`src/rtl/cryp_lane_engine_if.sv`:
```
// Block-level bus for cryp_lane_engine: key load, upstream and downstream valid/ready handshakes.
// master drives blocks and keys in; slave is the engine.
interface cryp_lane_engine_if #(
  parameter int LANES  = 4,
  parameter int LANE_W = 16
);
  logic                    key_load;
  logic [LANES*LANE_W-1:0] key_in;
  logic                    key_valid;
  logic                    in_valid;
  logic                    in_ready;
  logic                    in_mode;
  logic [LANES*LANE_W-1:0] in_data;
  logic                    in_tag;
  logic                    out_valid;
  logic                    out_ready;
  logic [LANES*LANE_W-1:0] out_data;
  logic                    out_tag;

  modport master (
    output key_load, key_in, in_valid, in_mode, in_data, in_tag, out_ready,
    input  key_valid, in_ready, out_valid, out_data, out_tag
  );

  modport slave (
    input  key_load, key_in, in_valid, in_mode, in_data, in_tag, out_ready,
    output key_valid, in_ready, out_valid, out_data, out_tag
  );
endinterface

```
`src/rtl/cryp_lane_engine.sv`:
```
// Two-stage LANES x LANE_W lane cipher (per-block decrypt/encrypt) with loadable key and popcount rotates.
// Optional macro CRYP_CHAIN_BLOCK_EN seeds lane 0 from the previous block's ciphertext top lane.

module cryp_lane #(
  parameter int LANE_W = 16,
  parameter int RW     = 4
) (
  input  logic [LANE_W-1:0] x_i,
  input  logic [LANE_W-1:0] k_i,
  input  logic [LANE_W-1:0] ch_i,
  input  logic [RW-1:0]     r_i,
  input  logic              enc_i,
  output logic [LANE_W-1:0] y_o
);
  logic [2*LANE_W-1:0] rr, rl;

  // Doubled operand makes a variable shift act as a rotate, including r = 0.
  always_comb begin
    rr  = {x_i, x_i} >> r_i;
    rl  = {x_i ^ ch_i, x_i ^ ch_i} << r_i;
    y_o = enc_i ? (rl[2*LANE_W-1:LANE_W] ^ k_i) : (rr[LANE_W-1:0] ^ ch_i);
  end
endmodule

module cryp_lane_engine #(
  parameter int                LANE_W = 16,
  parameter int                LANES  = 4,
  parameter logic [LANE_W-1:0] IV     = 16'h1234
) (
  input logic               clk,
  input logic               reset,
  cryp_lane_engine_if.slave bus
);
  localparam int RW = $clog2(LANE_W);

  typedef logic [LANES-1:0][LANE_W-1:0] lanes_t;
  typedef struct packed {
    lanes_t                   x;
    lanes_t                   raw;
    lanes_t                   key;
    logic [LANES-1:0][RW-1:0] cnt;
    logic                     enc;
    logic                     tag;
  } s1_t;

  lanes_t                   key_q, key_in_l, in_l, out_data_q, out_d;
  logic [LANES-1:0][RW-1:0] cnt_q, cnt_d;
  logic                     key_valid_q, out_tag_q;
  logic [2:1]               vld_pipe_q;
  s1_t                      s1_q, s1_d;
  logic                     s2_adv, s1_adv, in_fire;
  logic [LANE_W-1:0]        ch0;

  // RW-bit accumulator wraps at LANE_W, so a full lane rotates by 0.
  function automatic logic [RW-1:0] lane_rot(input logic [LANE_W-1:0] v);
    logic [RW-1:0] c;
    c = '0;
    for (int b = 0; b < LANE_W; b++) c = c + RW'(v[b]);
    return c;
  endfunction

  assign key_in_l     = bus.key_in;
  assign in_l         = bus.in_data;
  assign s2_adv       = !vld_pipe_q[2] || bus.out_ready;
  assign s1_adv       = s2_adv;
  assign bus.in_ready = key_valid_q && !bus.key_load && (!vld_pipe_q[1] || s1_adv);
  assign in_fire      = bus.in_valid && bus.in_ready;

  always_comb begin
    s1_d  = '0;
    cnt_d = '0;
    for (int i = 0; i < LANES; i++) begin
      cnt_d[i]  = lane_rot(key_in_l[i]);
      s1_d.x[i] = bus.in_mode ? in_l[i] : (in_l[i] ^ key_q[i]);
    end
    s1_d.raw = in_l;
    s1_d.key = key_q;
    s1_d.cnt = cnt_q;
    s1_d.enc = bus.in_mode;
    s1_d.tag = bus.in_tag;
  end

  // Encrypt chains on the previous lane's result, so lanes ripple inside S2.
  for (genvar g = 0; g < LANES; g++) begin : g_lane
    logic [LANE_W-1:0] ch, y;
    if (g == 0) begin : g_head
      assign ch = ch0;
    end else begin : g_tail
      assign ch = s1_q.enc ? g_lane[g-1].y : s1_q.raw[g-1];
    end
    cryp_lane #(.LANE_W(LANE_W), .RW(RW)) u_lane (
      .x_i  (s1_q.x[g]),
      .k_i  (s1_q.key[g]),
      .ch_i (ch),
      .r_i  (s1_q.cnt[g]),
      .enc_i(s1_q.enc),
      .y_o  (y)
    );
    assign out_d[g] = y;
  end

`ifdef CRYP_CHAIN_BLOCK_EN
  logic [LANE_W-1:0] chain_q;
  assign ch0 = chain_q;
  always_ff @(posedge clk) begin
    if (reset || bus.key_load) chain_q <= IV;
    else if (s2_adv && vld_pipe_q[1])
      chain_q <= s1_q.enc ? out_d[LANES-1] : s1_q.raw[LANES-1];
  end
`else
  logic unused_raw_top;
  assign ch0            = IV;
  assign unused_raw_top = ^s1_q.raw[LANES-1];
`endif

  always_ff @(posedge clk) begin
    if (reset) begin
      key_q       <= '0;
      cnt_q       <= '0;
      key_valid_q <= 1'b0;
      vld_pipe_q  <= '0;
      s1_q        <= '0;
      out_data_q  <= '0;
      out_tag_q   <= 1'b0;
    end else begin
      if (bus.key_load) begin
        key_q       <= key_in_l;
        cnt_q       <= cnt_d;
        key_valid_q <= 1'b1;
      end
      if (in_fire) s1_q <= s1_d;
      if (in_fire || s1_adv) vld_pipe_q[1] <= in_fire;
      if (s2_adv) begin
        vld_pipe_q[2] <= vld_pipe_q[1];
        if (vld_pipe_q[1]) begin
          out_data_q <= out_d;
          out_tag_q  <= s1_q.tag;
        end
      end
    end
  end

  assign bus.key_valid = key_valid_q;
  assign bus.out_valid = vld_pipe_q[2];
  assign bus.out_data  = out_data_q;
  assign bus.out_tag   = out_tag_q;
endmodule

```
`src/flat_wrapper.sv`:
```
// flat-port wrapper written by rule: the top's interface ports become plain ports
module cryp_lane_engine_flat 
#(
  parameter int                LANE_W = 16,
  parameter int                LANES  = 4,
  parameter logic [LANE_W-1:0] IV     = 16'h1234
)
  (clk, reset, bus_key_load, bus_key_in, bus_in_valid, bus_in_mode, bus_in_data, bus_in_tag, bus_out_ready, bus_key_valid, bus_in_ready, bus_out_valid, bus_out_data, bus_out_tag);
  cryp_lane_engine_if #(.LANES(LANES), .LANE_W(LANE_W)) bus_i ();
  input logic clk;
  input logic reset;
  input wire logic [$bits(bus_i.key_load)-1:0] bus_key_load;
  input wire logic [$bits(bus_i.key_in)-1:0] bus_key_in;
  input wire logic [$bits(bus_i.in_valid)-1:0] bus_in_valid;
  input wire logic [$bits(bus_i.in_mode)-1:0] bus_in_mode;
  input wire logic [$bits(bus_i.in_data)-1:0] bus_in_data;
  input wire logic [$bits(bus_i.in_tag)-1:0] bus_in_tag;
  input wire logic [$bits(bus_i.out_ready)-1:0] bus_out_ready;
  output wire logic [$bits(bus_i.key_valid)-1:0] bus_key_valid;
  output wire logic [$bits(bus_i.in_ready)-1:0] bus_in_ready;
  output wire logic [$bits(bus_i.out_valid)-1:0] bus_out_valid;
  output wire logic [$bits(bus_i.out_data)-1:0] bus_out_data;
  output wire logic [$bits(bus_i.out_tag)-1:0] bus_out_tag;
  assign bus_i.key_load = bus_key_load;
  assign bus_i.key_in = bus_key_in;
  assign bus_i.in_valid = bus_in_valid;
  assign bus_i.in_mode = bus_in_mode;
  assign bus_i.in_data = bus_in_data;
  assign bus_i.in_tag = bus_in_tag;
  assign bus_i.out_ready = bus_out_ready;
  assign bus_key_valid = bus_i.key_valid;
  assign bus_in_ready = bus_i.in_ready;
  assign bus_out_valid = bus_i.out_valid;
  assign bus_out_data = bus_i.out_data;
  assign bus_out_tag = bus_i.out_tag;
  cryp_lane_engine #(.LANE_W(LANE_W), .LANES(LANES), .IV(IV)) u_core (.clk(clk), .reset(reset), .bus(bus_i));
endmodule
```
`config.mk`:
```
export PLATFORM = sky130hd
export DESIGN_NAME = cryp_lane_engine_flat
export DESIGN_NICKNAME = d
export VERILOG_FILES = /design/src/rtl/cryp_lane_engine_if.sv /design/src/rtl/cryp_lane_engine.sv /design/src/flat_wrapper.sv
export SDC_FILE = /design/constraint.sdc
export NUM_CORES = 1
export LEC_CHECK = 0
export CAP_MARGIN = 40
export CORE_ASPECT_RATIO = 0.6
export CORE_MARGIN = 5
export CORE_UTILIZATION = 30
export DETAILED_ROUTE_END_ITERATION = 12
export HOLD_SLACK_MARGIN = 0.06
export PLACE_DENSITY = 0.48
export SYNTH_ARGS = -nofsm -noshare
export SYNTH_HDL_FRONTEND = slang
export SYNTH_SLANG_ARGS = --single-unit
```
`constraint.sdc`:
```
create_clock -name clk -period 8.8 [get_ports clk]
set_input_delay 0.88 -clock clk [delete_from_list [all_inputs] [get_ports clk]]
set_output_delay 0.88 -clock clk [all_outputs]
set_load 0.01 [all_outputs]
```
== Yosys cells after proc, flatten, opt, wreduce, memory -nomap -nowiden ==
Index checks and enable logic that the tools add are counted.

* Reduce and logical (&&, ||, !) cells: 10
* Bitwise gates (word level): 16
* Shifts and indexed selects: 8
* Add/subtract/negate cells: 60
* Mux-type cells: 11

{| class="wikitable"
|+ Operators by type and width
! cell !! number
|-
| adder 4 x 1 -> 4 bit || 56
|-
| bitwise XOR 16 bit || 14
|-
| two-way mux 16 bit || 11
|-
| << shifter 32 x 4 -> 32 bit || 4
|-
| >> shifter 32 x 4 -> 16 bit || 4
|-
| NOT 5 bit || 2
|-
| adder 1 x 1 -> 2 bit || 4
|-
| logical AND 1 bit || 3
|-
| logical NOT 1 bit || 3
|-
| logical OR 1 bit || 3
|-
| AND reduction 2 bit || 1
|}

* Register bits after elaboration: 342
* Input port bits: 135
* Output and inout port bits: 68
* Word-level logic and storage cells: 138

== Longest topological paths before layout ==
* Word-level depth: 19
* Mapped depth: 23
* Mapped depth without buffers: 20

== Modules after synthesis ==
From an unflattened synthesis, not the netlist that was laid out.

* Cell total of the unflattened synthesis: 2,633
* Area total of the unflattened synthesis: 24,593.6 µm²

{| class="wikitable"
|+ Modules (own cells, without submodules)
! module !! sequential area each (µm²) !! area each (µm²) !! cells an instance !! instances
|-
| cryp_lane_engine || 6,846.6 || 15,900.2 || 1,737 || 1
|-
| cryp_lane || 0.0 || 2,173.3 || 224 || 4
|}

== Least setup slack after synthesis ==
Ideal clock, no wire load.

* Kind: reg2reg
* Start point: reg u_core.s1_q[3] (netlist name)
* End point: reg u_core.out_data_q (netlist bit u_core.bus.out_data[58])
* Arrival: 6.121 ns
* Cell stages (with the launch flop): 22
* Slack: 2.549 ns
* Period minus slack after synthesis: 6.251 ns
* Data required time: 8.670 ns
* Setup time: 0.130 ns
* Cells stage by stage: dfxtp_1 > buf_6 > buf_6 > mux2_4 > mux4_2 > mux2i_2 > nor4_4 > xor2_2 > a221oi_2 > o211ai_1 > mux4_2 > xnor2_2 > mux4_2 > mux4_2 > mux2i_1 > a2111o_1 > xor2_1 > mux4_2 > mux4_2 > xor2_1 > a21oi_1 > nor3_1

* Cells in the longest elaborated chain, start to end: 18
* Elaborated cells between the ends (all ways): 23

{| class="wikitable"
|+ RTL lines
! what !! RTL line !! text
|-
| start: declaration || cryp_lane_engine.sv:50 || <nowiki>s1_t s1_q, s1_d;</nowiki>
|-
| start signal: assignment || cryp_lane_engine.sv:122 || <nowiki>s1_q <= '0;</nowiki>
|-
| start signal: assignment || cryp_lane_engine.sv:131 || <nowiki>if (in_fire) s1_q <= s1_d;</nowiki>
|-
| << shifter 32 x 4 -> 32 bit or >> shifter 32 x 4 -> 16 bit (tied branches) || cryp_lane_engine.sv:20, cryp_lane_engine.sv:19 ||
|-
| bitwise XOR 16 bit or NOT 5 bit (tied branches) || -- ||
|-
| two-way mux 16 bit * || cryp_lane_engine.sv:21 || <nowiki>y_o = enc_i ? (rl[2*LANE_W-1:LANE_W] ^ k_i) : (rr[LANE_W-1:0] ^ ch_i);</nowiki>
|-
| two-way mux 16 bit * || cryp_lane_engine.sv:89 || <nowiki>assign ch = s1_q.enc ? g_lane[g-1].y : s1_q.raw[g-1];</nowiki>
|-
| bitwise XOR 16 bit || cryp_lane_engine.sv:20 || <nowiki>rl = {x_i ^ ch_i, x_i ^ ch_i} << r_i;</nowiki>
|-
| << shifter 32 x 4 -> 32 bit || cryp_lane_engine.sv:20 ||
|-
| bitwise XOR 16 bit || cryp_lane_engine.sv:21 ||
|-
| two-way mux 16 bit * || cryp_lane_engine.sv:21 ||
|-
| [2 not listed] || -- ||
|-
| << shifter 32 x 4 -> 32 bit || cryp_lane_engine.sv:20 ||
|-
| bitwise XOR 16 bit || cryp_lane_engine.sv:21 ||
|-
| two-way mux 16 bit * || cryp_lane_engine.sv:21 ||
|-
| two-way mux 16 bit * || cryp_lane_engine.sv:89 ||
|-
| bitwise XOR 16 bit || cryp_lane_engine.sv:20 ||
|-
| << shifter 32 x 4 -> 32 bit || cryp_lane_engine.sv:20 ||
|-
| bitwise XOR 16 bit || cryp_lane_engine.sv:21 ||
|-
| two-way mux 16 bit * || cryp_lane_engine.sv:21 ||
|-
| end signal: assignment || cryp_lane_engine.sv:136 || <nowiki>out_data_q <= out_d;</nowiki>
|-
| end: declaration || cryp_lane_engine.sv:46 || <nowiki>lanes_t key_q, key_in_l, in_l, out_data_q, out_d;</nowiki>
|}

Mark *: on every way between the ends. The rest lies on a longest branch, timed or not.
A chain may end at the register's enable or synchronous reset.

== Worst setup path after layout ==
Ends and elaborated chain as after synthesis.

==> flow_summary.rst <==
.. list-table::
   :header-rows: 1

   * - Metric
     - Value
   * - Worst Tran Pin Value
     - between 1000 and 1500 ps
   * - Count of buffers added by post-CTS timing repair for setup
     - 0
   * - Combined area of the multi-input logic cells
     - about 17000 µm²
   * - Number of fillers in the final layout
     - 8536
   * - Total of buffers placed on input and output ports
     - approximately 200
   * - Area fraction of the dominant cell type after synthesis
     - 0.275
   * - Crit path capture type
     - register
   * - Clock root buffer master
     - clkbuf_16
   * - Synth Net Count
     - ~3200
   * - Wire length of the first global-routing pass
     - 163000 µm
   * - Final worst path period share
     - 0.945
   * - Data arrival time of the worst path
     - just under 9000 ps
   * - Fraction of power spent switching nets
     - 0.330
   * - Pre-CTS setup slack
     - around 1100 ps
   * - Post-CTS Hold Buffers
     - 0
   * - Number of buffers on the longest clock path
     - 3
   * - Max-slew violation count
     - 0
   * - Post-route setup TNS
     - 0 ps
   * - Simple-Gate Fraction of Synth Area
     - 0.198
   * - Adder-cell area share of the yosys netlist
     - 0.0422
   * - Internal power
     - just over 3000 µW
   * - Final core utilization
     - 0.358
   * - Switching power summed over all nets
     - roughly 1500 µW
   * - Number of top-level pins
     - 203
   * - Max-Cap Viols
     - 0
   * - GRT Total Usage
     - 0.251
   * - Most common cell in the netlist
     - nand2_1
   * - Initial cell density of the core
     - 0.304
   * - Clock buffers created by TritonCTS
     - 38
   * - Synth Warn #
     - 0
   * - Routed wirelength normalized by instance count
     - about 28 µm
   * - List of most frequent post-synthesis cells
     - 397 x nand2_1, 342 x dfxtp_1, 312 x nor2_1, 234 x a21oi_1, 181 x clkbuf_1
   * - Fraction of final layout cells sized beyond drive strength 1
     - 0.104
   * - Final nets
     - 3241
   * - Critical path fanouts, max
     - 20
   * - Main combinational cell family by area after synthesis
     - simple AND/OR/NAND/NOR gates
   * - Biggest area contributors in the synthesized netlist
     - dfxtp_1 27%, mux4_2 11%, mux2i_1 6.9%
   * - Number of instances in the synthesized netlist
     - approximately 3000
   * - Final Wtd Congestion
     - just over 1
   * - Static leakage power
     - between 0.01 and 0.015 µW
   * - H-tree Lvls
     - 2
   * - Run status
     - completed
   * - Worst clock skew on the final layout
     - 31.7 ps
   * - Final setup violation count
     - 0
   * - Initial antenna violation count
     - 6
   * - Unique masters post-synth
     - 99
   * - Multiplexer fraction of the synthesized cell area
     - 0.186
   * - Via count normalized by instance count
     - around 5.8
   * - TritonRoute pass-1 iters
     - 5
   * - Share of flip-flops with an asynchronous set or reset
     - 0
   * - Logic pwr share
     - 0.256
   * - Non-filler cells in the finished layout
     - between 4000 and 5000
   * - Upper clock frequency limit
     - ~0.12 GHz
   * - Maximum number of pins on one net before global-route repair
     - ~170
   * - Register area
     - between 6000 and 7000 µm²
   * - Final Hold Fails
     - 0
   * - Power density over the cells
     - between 150 and 200 nW/µm²
   * - Vias
     - approximately 24000
   * - Classification of the worst-slack hold path
     - reg -> reg
   * - Remaining number of nets flagged by the antenna check after routing
     - 0
   * - Sequential Power Share
     - 0.381
   * - DIE AREA
     - between 80000 and 90000 µm²
   * - Startpoint class of the critical path
     - register
   * - Count of instances resized after the clock tree is built
     - 0
   * - Relative max-transition margin
     - 0.262
   * - Detailed Route WL
     - ~120000 µm
   * - Floorplan core area
     - roughly 82000 µm²
   * - CTS tree
     - built
   * - IR drop worst, VDD
     - 0.127 mV
   * - Clock share of power
     - 0.364
   * - Area growth, synth to finish
     - 17.7%
   * - Register area share after synthesis
     - 0.275
   * - Netlist area before placement
     - 24900 µm²
   * - Horiz. Die Dim
     - approximately 380 µm
   * - Number of synthesized register bits
     - 342
   * - CP Class
     - reg -> reg
   * - Final critical-path setup slack
     - ~480 ps
   * - Share of the synthesized netlist area taken by xor and xnor gates
     - 0.0775
   * - RSZ-0062 raised after global routing
     - no
   * - Count of flip-flops with a built-in enable after synthesis
     - 0
   * - Number of global-route vias before repair
     - approximately 22000
   * - Iteration-0 DRC Markers
     - 3100
   * - Cell type with the largest total area after synthesis
     - dfxtp_1
   * - Drt drc
     - 0
   * - Average cell area after synthesis
     - between 8 and 9 µm²
   * - Most instantiated flip-flop cell in the synthesis netlist
     - dfxtp_1
   * - Vertical die dimension
     - 233 µm
   * - Detailed-placement wirelength estimate
     - slightly above 90000 µm
   * - Synth Area in Compound Gates
     - 0.173
   * - Final critical-path required period
     - between 8000 and 9000 ps
   * - Clock latency of the later-clocked register in the worst-skew pair
     - 600 ps
   * - Critical Path RT
     - 9240 ps
   * - DP Cell Count
     - approximately 4100
   * - Remaining global-route overflow
     - 0
   * - Standard-cell row count
     - 81
   * - Clock transition at the register clock pins on the worst setup and hold paths after CTS
     - around 70 ps
   * - Number of clock sinks seen by CTS
     - 342
-- sequential cells by signal, summed over array words and instances (netlist names) --
name / cells
u_core.s1_q: 194
u_core.bus.out_tag: 1
u_core.bus.key_valid: 1
u_core.vld_pipe_q: 2
u_core.bus.out_data: 64
u_core.key_q: 64
u_core.cnt_q: 16
-- final cells by class --
| type | count | share of cell area |
|---|---|---|
| sequential | 342 | 0.234 |
| tap | 1079 | 0.0460 |
| multi-input combinational | 2295 | 0.575 |
| clock buffer | 52 | 0.0366 |
| antenna | 3 | 0.000256 |
| clock inverter | 15 | 0.00606 |
| inverter | 98 | 0.0125 |
| timing repair buffer | 271 | 0.0895 |
-- critical path: stages (launching register included) --
cell and delay (ps):
dfxtp_1 780, mux2i_1 540, nor2_1 110, nor4_2 740, mux2_2 430, or4_4 540, a21oi_1 270, nor4_1 170
a22o_1 260, nor4_1 900, a211oi_1 230, o211a_2 280, or3_1 390, a311oi_1 650, nor3_1 220, a2111oi_0 420
o221ai_1 290, mux4_2 530, xor2_1 150, a21oi_1 180, nor3_1 70
-- cell families (layout without fill, tap and decap cells) --
| group | count (synthesis) | after routing |
|---|---|---|
| AOI/OAI and AO/OA | 649 | 649 |
| xor gates and xnor gates | 218 | 218 |
| adders and majority gates | 60 | 60 |
| buffers and inverters | 319 | 436 |
| DFF | 342 | 342 |
| muxes | 306 | 306 |
| other | 0 | 3 |
| and+or+nand+nor | 1062 | 1062 |
-- metal layers --
metal / GRT usage / vias up / wire [µm]
met4: 0.0288 / 8 / 1100
met3: 0.113 / 87 / 16600
met2: 0.268 / 1244 / 36700
li1: - / 10800 / -
met5: 0.0191 / - / 267
met1: 0.428 / 11800 / 61000
-- path summary, 6_finish.rpt --
check / from / end / slack (ps) / cells past startpoint
worst max-delay path: u_core.s1_q[3] / u_core.bus.out_data[58] / 480 / 20
worst min-delay path: u_core.cnt_q[11] / u_core.s1_q[13] / 450 / 2
worst max register to register: u_core.s1_q[3] / u_core.bus.out_data[58] / 480 / 20
worst min register to register: u_core.cnt_q[11] / u_core.s1_q[13] / 450 / 2
-- power groups by stage --
stage / registers (µW) / clock network, µW / logic (µW)
after CTS: 1730 / 1710 / 1160
after floorplan: 1700 / 0 / 803
final: 1740 / 1660 / 1170
after global placement: 1760 / 0 / 1140
after detailed placement: 1760 / 0 / 1150
after global routing: 1740 / 1780 / 1290
-- cell usage in the layout, fill, tap and decap left out, types with 25 or more instances in the layout --
cell type,instances
and2_1,29
mux2i_1,171
o21ai_0,71
nor3_1,41
dfxtp_1,339
a211oi_1,96
or3_1,30
inv_1,94
nor2_1,312
fa_1,40
a21oi_1,234
mux4_2,124
nand3_1,25
nor2b_1,83
clkdlybuf4s50_1,199
clkbuf_16,39
xnor2_1,142
xor2_1,73
nand2_1,396
buf_4,53
nand2b_1,35
-- metrics by stage --
step	total power [µW]	hold slack, ps	cell area (µm²)
floorplan	2500	431	24900
global placement	2900	441	27900
detailed placement	2910	445	28000
CTS	4590	454	29300
global route	4810	478	29300
finish	4560	453	29300
Note: power is estimated with default switching activity, not from simulation.
